## config.mk

```make
export PLATFORM = sky130hd
export DESIGN_NAME = stream_deintplator
export DESIGN_NICKNAME = d
export VERILOG_FILES = /design/src/rtl/rx_pkg.sv /design/src/rtl/rx_out_reg.sv /design/src/rtl/stream_deintplator.sv
export SDC_FILE = /design/constraint.sdc
export NUM_CORES = 1
export LEC_CHECK = 0
export ABC_AREA = 1
export ABC_CLOCK_PERIOD_IN_PS = 1680
export CORE_ASPECT_RATIO = 1.4
export CORE_MARGIN = 8
export CORE_UTILIZATION = 44
export CTS_BUF_LIST = sky130_fd_sc_hd__clkbuf_16
export CTS_CLUSTER_SIZE = 40
export DETAILED_ROUTE_END_ITERATION = 8
export GPL_ROUTABILITY_DRIVEN = 0
export PLACE_DENSITY = 0.76
export SLEW_MARGIN = 20
export SYNTH_ARGS = -nofsm -noshare
export SYNTH_HDL_FRONTEND = slang
export SYNTH_SLANG_ARGS = --single-unit
```

## constraint.sdc

```tcl
create_clock -name i_clk -period 1.68 [get_ports i_clk]
set_input_delay 0.252 -clock i_clk [delete_from_list [all_inputs] [get_ports i_clk]]
set_output_delay 0.252 -clock i_clk [all_outputs]
set_load 0.01 [all_outputs]
```

## src/rtl/rx_pkg.sv

```systemverilog
package rx_pkg;

  localparam int unsigned DEFAULT_DATA_WIDTH    = 16;
  localparam int unsigned DEFAULT_TOTAL_SAMPLES = 16;
  localparam int unsigned DEFAULT_INT_FACTOR    = 8;

  typedef struct packed {
    logic signed [DEFAULT_DATA_WIDTH-1:0] re;
    logic signed [DEFAULT_DATA_WIDTH-1:0] im;
  } cplx_t;

  typedef enum logic {
    IDLE,
    RUN
  } deint_state_e;

  function automatic logic cfg_legal(input int unsigned factor,
                                     input int unsigned phase,
                                     input int unsigned max_factor);
    return (factor != 0) && (factor <= max_factor) && (phase < factor);
  endfunction

endpackage

```

## src/rtl/rx_out_reg.sv

```systemverilog
module rx_out_reg
  import rx_pkg::*;
#(
  parameter type T = cplx_t
) (
  input  logic i_clk,
  input  logic i_rst,
  input  logic i_valid,
  input  T     i_data,
  input  logic i_sof,
  input  logic i_eof,
  output logic o_ready,
  output logic o_valid,
  input  logic i_ready,
  output T     o_data,
  output logic o_sof,
  output logic o_eof
);

  logic r_valid;
  T     r_data;
  logic r_sof;
  logic r_eof;

  assign o_ready = !r_valid || i_ready;
  assign o_valid = r_valid;
  assign o_data  = r_data;
  assign o_sof   = r_sof;
  assign o_eof   = r_eof;

  always_ff @(posedge i_clk) begin
    if (i_rst) begin
      r_valid <= 1'b0;
      r_data  <= '0;
      r_sof   <= 1'b0;
      r_eof   <= 1'b0;
    end else if (i_valid && o_ready) begin
      r_valid <= 1'b1;
      r_data  <= i_data;
      r_sof   <= i_sof;
      r_eof   <= i_eof;
    end else if (i_ready) begin
      r_valid <= 1'b0;
    end
  end

endmodule

```

## src/rtl/stream_deintplator.sv

```systemverilog
module stream_deintplator
  import rx_pkg::*;
#(
  parameter int unsigned DATA_WIDTH    = DEFAULT_DATA_WIDTH,
  parameter int unsigned TOTAL_SAMPLES = DEFAULT_TOTAL_SAMPLES,
  parameter int unsigned MAX_FACTOR    = DEFAULT_INT_FACTOR,
  parameter int unsigned FACTOR_W      = $clog2(MAX_FACTOR) + 1,
  parameter int unsigned CNT_W         = $clog2(TOTAL_SAMPLES * MAX_FACTOR)
) (
  input  logic                         i_clk,
  input  logic                         i_rst,
  input  logic [FACTOR_W-1:0]          i_factor,
  input  logic [FACTOR_W-1:0]          i_phase,
  input  logic                         i_valid,
  input  logic                         i_sof,
  input  logic signed [DATA_WIDTH-1:0] i_re,
  input  logic signed [DATA_WIDTH-1:0] i_im,
  output logic                         o_ready,
  output logic                         o_valid,
  input  logic                         i_ready,
  output logic signed [DATA_WIDTH-1:0] o_re,
  output logic signed [DATA_WIDTH-1:0] o_im,
  output logic                         o_sof,
  output logic                         o_eof,
  output logic                         o_err
);

  localparam int unsigned IDX_W = (TOTAL_SAMPLES > 1) ? $clog2(TOTAL_SAMPLES) : 1;
  localparam int unsigned LEN_W = CNT_W + 1;

  typedef struct packed {
    logic signed [DATA_WIDTH-1:0] re;
    logic signed [DATA_WIDTH-1:0] im;
  } sample_t;

  deint_state_e        r_state;
  deint_state_e        w_state_nx;
  logic [FACTOR_W-1:0] r_factor;
  logic [FACTOR_W-1:0] w_factor_nx;
  logic [FACTOR_W-1:0] r_phase;
  logic [FACTOR_W-1:0] w_phase_nx;
  logic [FACTOR_W-1:0] r_phase_cnt;
  logic [FACTOR_W-1:0] w_phase_cnt_nx;
  logic [CNT_W-1:0]    r_in_cnt;
  logic [CNT_W-1:0]    w_in_cnt_nx;
  logic [IDX_W-1:0]    r_out_idx;
  logic [IDX_W-1:0]    w_out_idx_nx;
  logic                r_err;
  logic                w_err;

  logic                w_ready;
  logic                w_accept;
  logic                w_legal;
  logic                w_keep;
  logic                w_keep_sof;
  logic                w_keep_eof;
  logic [LEN_W-1:0]    w_new_len;
  logic [LEN_W-1:0]    w_cur_len;
  sample_t             w_in_data;
  sample_t             w_out_data;

  assign w_accept       = i_valid && w_ready;
  assign w_legal        = cfg_legal(32'(i_factor), 32'(i_phase), MAX_FACTOR);
  assign w_new_len      = LEN_W'(TOTAL_SAMPLES) * LEN_W'(i_factor);
  assign w_cur_len      = LEN_W'(TOTAL_SAMPLES) * LEN_W'(r_factor);
  assign w_in_data.re   = i_re;
  assign w_in_data.im   = i_im;

  always_ff @(posedge i_clk) begin
    if (i_rst) begin
      r_state     <= IDLE;
      r_factor    <= '0;
      r_phase     <= '0;
      r_phase_cnt <= '0;
      r_in_cnt    <= '0;
      r_out_idx   <= '0;
      r_err       <= 1'b0;
    end else begin
      r_state     <= w_state_nx;
      r_factor    <= w_factor_nx;
      r_phase     <= w_phase_nx;
      r_phase_cnt <= w_phase_cnt_nx;
      r_in_cnt    <= w_in_cnt_nx;
      r_out_idx   <= w_out_idx_nx;
      r_err       <= w_err;
    end
  end

  // A SOF beat is handled identically in IDLE and RUN (restart from this beat);
  // RUN only adds the error pulse for the abandoned frame.
  always_comb begin
    w_state_nx     = r_state;
    w_factor_nx    = r_factor;
    w_phase_nx     = r_phase;
    w_phase_cnt_nx = r_phase_cnt;
    w_in_cnt_nx    = r_in_cnt;
    w_out_idx_nx   = r_out_idx;
    w_err          = 1'b0;
    w_keep         = 1'b0;
    w_keep_sof     = 1'b0;
    w_keep_eof     = 1'b0;

    if (w_accept) begin
      if (i_sof) begin
        w_err = (r_state == RUN) || !w_legal;
        if (w_legal) begin
          w_factor_nx = i_factor;
          w_phase_nx  = i_phase;
          w_keep      = (i_phase == '0);
          w_keep_sof  = w_keep;
          w_keep_eof  = w_keep && (TOTAL_SAMPLES == 1);
          if (w_new_len == LEN_W'(1)) begin
            w_state_nx     = IDLE;
            w_phase_cnt_nx = '0;
            w_in_cnt_nx    = '0;
            w_out_idx_nx   = '0;
          end else begin
            w_state_nx     = RUN;
            w_in_cnt_nx    = CNT_W'(1);
            w_phase_cnt_nx = (i_factor == FACTOR_W'(1)) ? '0 : FACTOR_W'(1);
            w_out_idx_nx   = w_keep ? IDX_W'(1) : '0;
          end
        end else begin
          w_state_nx     = IDLE;
          w_phase_cnt_nx = '0;
          w_in_cnt_nx    = '0;
          w_out_idx_nx   = '0;
        end
      end else if (r_state == RUN) begin
        w_keep     = (r_phase_cnt == r_phase);
        w_keep_sof = w_keep && (r_out_idx == '0);
        w_keep_eof = w_keep && (r_out_idx == IDX_W'(TOTAL_SAMPLES - 1));
        if ({1'b0, r_in_cnt} == w_cur_len - LEN_W'(1)) begin
          w_state_nx     = IDLE;
          w_phase_cnt_nx = '0;
          w_in_cnt_nx    = '0;
          w_out_idx_nx   = '0;
        end else begin
          w_in_cnt_nx    = r_in_cnt + CNT_W'(1);
          w_phase_cnt_nx = (r_phase_cnt == r_factor - FACTOR_W'(1)) ? '0
                                                                     : r_phase_cnt + FACTOR_W'(1);
          w_out_idx_nx   = w_keep ? r_out_idx + IDX_W'(1) : r_out_idx;
        end
      end
    end
  end

  rx_out_reg #(
    .T(sample_t)
  ) u_out_reg (
    .i_clk  (i_clk),
    .i_rst  (i_rst),
    .i_valid(w_keep),
    .i_data (w_in_data),
    .i_sof  (w_keep_sof),
    .i_eof  (w_keep_eof),
    .o_ready(w_ready),
    .o_valid(o_valid),
    .i_ready(i_ready),
    .o_data (w_out_data),
    .o_sof  (o_sof),
    .o_eof  (o_eof)
  );

  assign o_ready = w_ready;
  assign o_re    = w_out_data.re;
  assign o_im    = w_out_data.im;
  assign o_err   = r_err;

endmodule

```

-- Word level (Yosys, flattened, before mapping)
Index checks and enable logic that the tools add are counted.
- register bits: 60
- output and inout bits: 37
- word-level logic and storage cells: 78
- add/sub/neg operators: 5
- magnitude comparators: 2
- eq/ne operators: 5
- mux-type cells: 32
- bitwise gates (word level): 2
- reduce and logical (&&, ||, !) cells: 20
- operators by type and width (operator ; number):
    $mux 4 ; 8
    $mux 1 ; 21
    $mux 7 ; 3
    $add 4x1->4 const B ; 2
    $eq 4x4->1 ; 2
    $eq 7x8->1 ; 1
    $logic_not 4->1 ; 2
    $sub 8x1->8 const B ; 1
    $add 7x1->7 const B ; 1
    $logic_and 1x1->1 ; 6
    $reduce_and 3->1 ; 2
    $eq 4x1->1 const B ; 1
    $eq 4x4->1 const B ; 1
    $le 4x4->1 const B ; 1
    $lt 4x4->1 ; 1
    $reduce_bool 2->1 ; 2
    $reduce_bool 4->1 ; 1
    $sub 4x1->4 const B ; 1
    $reduce_bool 3->1 ; 1
    $reduce_or 3->1 ; 1
    $logic_not 1->1 ; 2
    $logic_or 1x1->1 ; 2
    $not 1->1 ; 2
    $reduce_and 2->1 ; 1

-- Longest topological paths before layout
- word-level depth: 8
- gate-level depth with buffers: 13
- mapped depth without buffers: 13

-- Modules after synthesis
From an unflattened synthesis, not the netlist that was laid out.
- cell total of the unflattened synthesis: 484
- area total of the unflattened synthesis: 3253.1 um^2
- by module, submodules not included (module ; instances ; cells an instance ; area each (um^2) ; seq. area each (um^2)):
    rx_out_reg ; 1 ; 228 ; 1645.3 ; 700.7
    stream_deintplator ; 1 ; 256 ; 1607.8 ; 500.5

-- Worst setup path before layout
Ideal clock, no wire load.
- kind: register to register
- start point: reg r_factor[0]
- end point: reg r_out_idx[3]
- setup time: 0.113 ns
- arrival: 1.551 ns
- slack: 0.016 ns
- stages on the path, launching flop included: 12
- path through: dfxtp_1 > inv_2 > ha_1 > xnor2_1 > nor2_1 > nand3_2 > nand2_1 > nand2_1 > nand2_1 > inv_2 > nand2_1 > nor2_1
- word-level cells in the longest chain between the ends: 5
- elaborated cells between the ends (all ways): 7
- ends and longest elaborated chain (item ; line ; text):
    start, declared ; stream_deintplator.sv:38 ; logic [FACTOR_W-1:0] r_factor;
    start signal, assigned ; stream_deintplator.sv:80 ; r_factor <= w_factor_nx;
    $sub 8x1->8 (*) ; stream_deintplator.sv:133 ; if ({1'b0, r_in_cnt} == w_cur_len - LEN_W'(1)) begin
    $eq 7x8->1 (*) ; stream_deintplator.sv:133 ;
    $mux 4 ; stream_deintplator.sv:133 ;
    $mux 4 ; stream_deintplator.sv:129 ; end else if (r_state == RUN) begin
    $mux 4 ; stream_deintplator.sv:104 ; if (i_sof) begin
    end signal, assigned ; stream_deintplator.sv:84 ; r_out_idx <= w_out_idx_nx;
    end, declared ; stream_deintplator.sv:46 ; logic [IDX_W-1:0] r_out_idx;
Mark *: on every way between the ends. The rest lies on a longest branch, timed or not. The select of a mux whose other input is x is not followed.
A chain may end at the register's enable or synchronous reset.

-- Worst setup path after layout
- start point: in i_valid
- end point: reg r_phase[2]
- word-level cells in the longest chain between the ends: 2
- ends and longest elaborated chain (item ; line ; text):
    start, declared ; stream_deintplator.sv:14 ; input logic i_valid,
    $logic_and 1x1->1 ; stream_deintplator.sv:62 ; assign w_accept = i_valid && w_ready;
    $reduce_and 3->1 (no source line) ; n/a ;
    end signal, assigned ; stream_deintplator.sv:81 ; r_phase <= w_phase_nx;
    end, declared ; stream_deintplator.sv:40 ; logic [FACTOR_W-1:0] r_phase;
No other way between the ends.

==> results_dict.tcl <==
set metrics [dict create \
    layoutNonFillerInstCount 692 \
    dr_wl_met2_mm 5.16 \
    grt_pass1_vias 3506 \
    max_freq_mhz 608 \
    synth_top_area_share_pct 37.7 \
    required_ns 1.88 \
    yosys_warnings 0 \
    clock_tree.buffer_depth 2 \
    top_layer "met4" \
    status "finished clean" \
    grt_util_all_layers_pct 19.7 \
    avgSynthCellArea_um2 6.78 \
    htreeDepth 3 \
    die_h_um 117 \
    core-area_um2 6980 \
    cellPowerDensity_nw_per_um2 830 \
    synth-edff-count 0 \
    finClkSkew_ns 0.00562 \
    initial_core_util_pct 45.6 \
    layout_min_cycle_time_ns 1.64 \
    startpoint "i_valid" \
    synthFlopType "dfxtp_1" \
    critPathMaxFanout 12 \
    antenna_cells 0 \
    routed_wl_mm 9.90 \
    cts_tree "yes" \
    rr_startpoint "r_in_cnt[0]" \
    wl_per_cell_um 14.3 \
    syn_area_um2 3180 \
    final-setup-viol-count 0 \
    fp.dieW_um 87.9 \
    syn2layout_area_growth_pct 54.3 \
    hold_viol 0 \
    drt_pre_antenna_iters 4 \
    globalRouteOverflowTotal 0 \
    cts_sinks 60 \
    drt-met1-wl_mm 3.98 \
    clock_latency_ns 0.32 \
    slew_headroom_pct 74.2 \
    numCtsBuffers 9 \
    r2r_setup_slack_ns 0.07 \
    tightest_slew_ns 0.386 \
    post-dp-hpwl_mm 6.41 \
    synthesis.nets 523 \
    vias 3492 \
    dieArea_um2 10300 \
    yosys.area.top_type "dfxtp_1" \
    cts_root_buffer "clkbuf_16" \
    dr_wl_met3_um 559 \
    placed_cell_area_um2 4320 \
    drc_errors 0 \
    nNetsFinal 646 \
    maxCapViolations 0 \
    synth_seq_cells 60 \
    seq_area_um2 1210 \
    seq_area_frac_synth_pct 37.7 \
    reg2reg_depth 11 \
    synthArstFlopShare_pct 0 \
    crit_path_end "r_phase[2]" \
    r2r_end "r_out_idx[0]" \
    synth_cells 470 \
    rsz0062_at_grt "true" \
    path_class "primary input to register" \
    dpl.cell_count 664 \
    yosys-top-cells-area "dfxtp_1, nand2_1, nand3_1, inv_1, nor2_1" \
    endpoint_kind "register" \
    drt_iter0_drc 150 \
    cts_hold_buf 0 \
    num_rows 36 \
    ant_nets 0 \
    clkSlewWorstSetupHoldPaths_ns 0.05 \
    p_leak_nw 2.20 \
    arrival_ns 1.85 \
    ir_worst_vdd_mv 0.619 \
    multi_input_area_um2 1720 \
    post-route-period-util_pct 97.9 \
    grt_pass1_wl_mm 16.0 \
    antenna_found_initial 0 \
    final_max_slew_viol_count 0 \
    io_pins 82 \
    fin_setup_tns_ns 0 \
    n_fill_cell 520 \
    synthDistinctLibCells 34 \
    vias_per_cell 5.05 \
    final_design_area_no_fill_um2 4910 \
    portBuffers 81 \
    final_layout_size_suffix_gt1_share_pct 22.1 \
    hp-class "primary input to register" \
    start_kind "primary input" \
    grt_max_degree 32 \
]
[worst min path at each step]
stage | start | end | slack, ns | cells after the start
2_1_floorplan | i_rst | r_in_cnt[1] | 0.32 | 1
3_3_place_gp | r_phase[3] | r_phase[3] | 0.45 | 2
3_5_place_dp | u_out_reg.o_data[7] | u_out_reg.o_data[7] | 0.47 | 2
4_1_cts | i_factor[2] | r_factor[2] | 0.39 | 3
5_1_grt | i_factor[2] | r_factor[2] | 0.32 | 3
6_report | i_factor[2] | r_factor[2] | 0.27 | 3
[critical path, cell delays in order]
cell and delay (ns):
clkdlybuf4s50_1 0.50, a21boi_2 0.18, inv_1 0.07, nor2_1 0.20
nand2_1 0.26, o21ai_0 0.30, a21oi_1 0.08
[cell families after synthesis]
family | after synthesis | share of synthesized area (%)
xor gates and xnor gates | 5 | 1.38
adders and majority gates | 8 | 3.14
AOI/OAI and AO/OA | 72 | 13.6
buffers and inverters | 93 | 12.4
and+or+nand+nor | 232 | 31.7
DFF | 60 | 37.7
[repair_timing]
item | CTS | global route
setup endpoints to repair | 48 | 49
pin swaps | 5 | 17
gates cloned | 4 | 0
setup buffers | 6 | 3
resized for setup | 26 | 39
[power by group]
| group | switching (mW) | total [mW] | internal, mW |
|---|---|---|---|
| clock network | 0.620 | 1.59 | 0.970 |
| logic | 0.454 | 0.927 | 0.473 |
| registers | 0.0542 | 1.56 | 1.50 |
| total | 1.13 | 4.08 | 2.95 |
[placed cells by master, fill, tap and decap left out, drive strengths merged]
cell,instances
dlymetal6s2s,1
ha,8
o21ai,16
clkdlybuf4s50,72
clkbuf,14
dlygate4sd2,3
a31o,1
nor3b,1
bufbuf,1
a21boi,2
a21oi,52
xor2,4
or2,1
dfxtp,60
nand3,54
inv,71
nand2,100
nor4,2
clkinv,4
clkinvlp,2
nor3,4
xnor2,1
buf,52
nand4,8
nand3b,1
a31oi,1
nor2,61
[metrics by stage]
step	setup slack, ns	utilization (%)	power, mW	hold WS (ns)
2_1_floorplan	0.0165	-	2.01	0.321
3_3_place_gp	-0.539	61.9	2.36	0.453
3_5_place_dp	-0.611	61.9	2.38	0.470
4_1_cts	0.0103	68.8	4.06	0.391
5_1_grt	-0.0143	70.4	4.26	0.320
6_report	0.0361	70.4	4.08	0.274
[synth_stat cells, types with 2 or more instances]
master     n
nor2_2     3
o21ai_0   13
clkbuf_1   5
buf_2     13
a21oi_1   41
nor2_1    57
nand2_1   99
inv_2      9
nand4_1    8
o21ai_1    2
xor2_1     4
inv_1     62
a21oi_2   10
nand3_1   53
ha_1       8
nor4_1     2
buf_6      2
dfxtp_1   60
nor3_1     4
[routing by layer]
layer	track usage [%]	vias to the layer above
met5	0	-
met4	8.87	0
met3	4.30	19
met2	36.0	120
met1	20.8	1606
li1	-	1747
[flip-flops by register name (all words and copies together) (netlist names)]
register / cells
u_out_reg.o_data: 32
r_in_cnt: 7
r_factor: 4
r_out_idx: 4
r_phase: 4
r_phase_cnt: 4
o_err: 1
r_state: 1
u_out_reg.o_eof: 1
u_out_reg.o_sof: 1
u_out_reg.o_valid: 1
[cell type report]
type / instances / share of cell area [%]
multi-input combinational: 317 / 34.9
timing repair buffer: 134 / 27.3
sequential: 60 / 24.6
inverter: 71 / 5.48
clock buffer: 9 / 4.58
tap: 95 / 2.42
clock inverter: 6 / 0.662
Note: power is estimated with default switching activity, not from simulation.
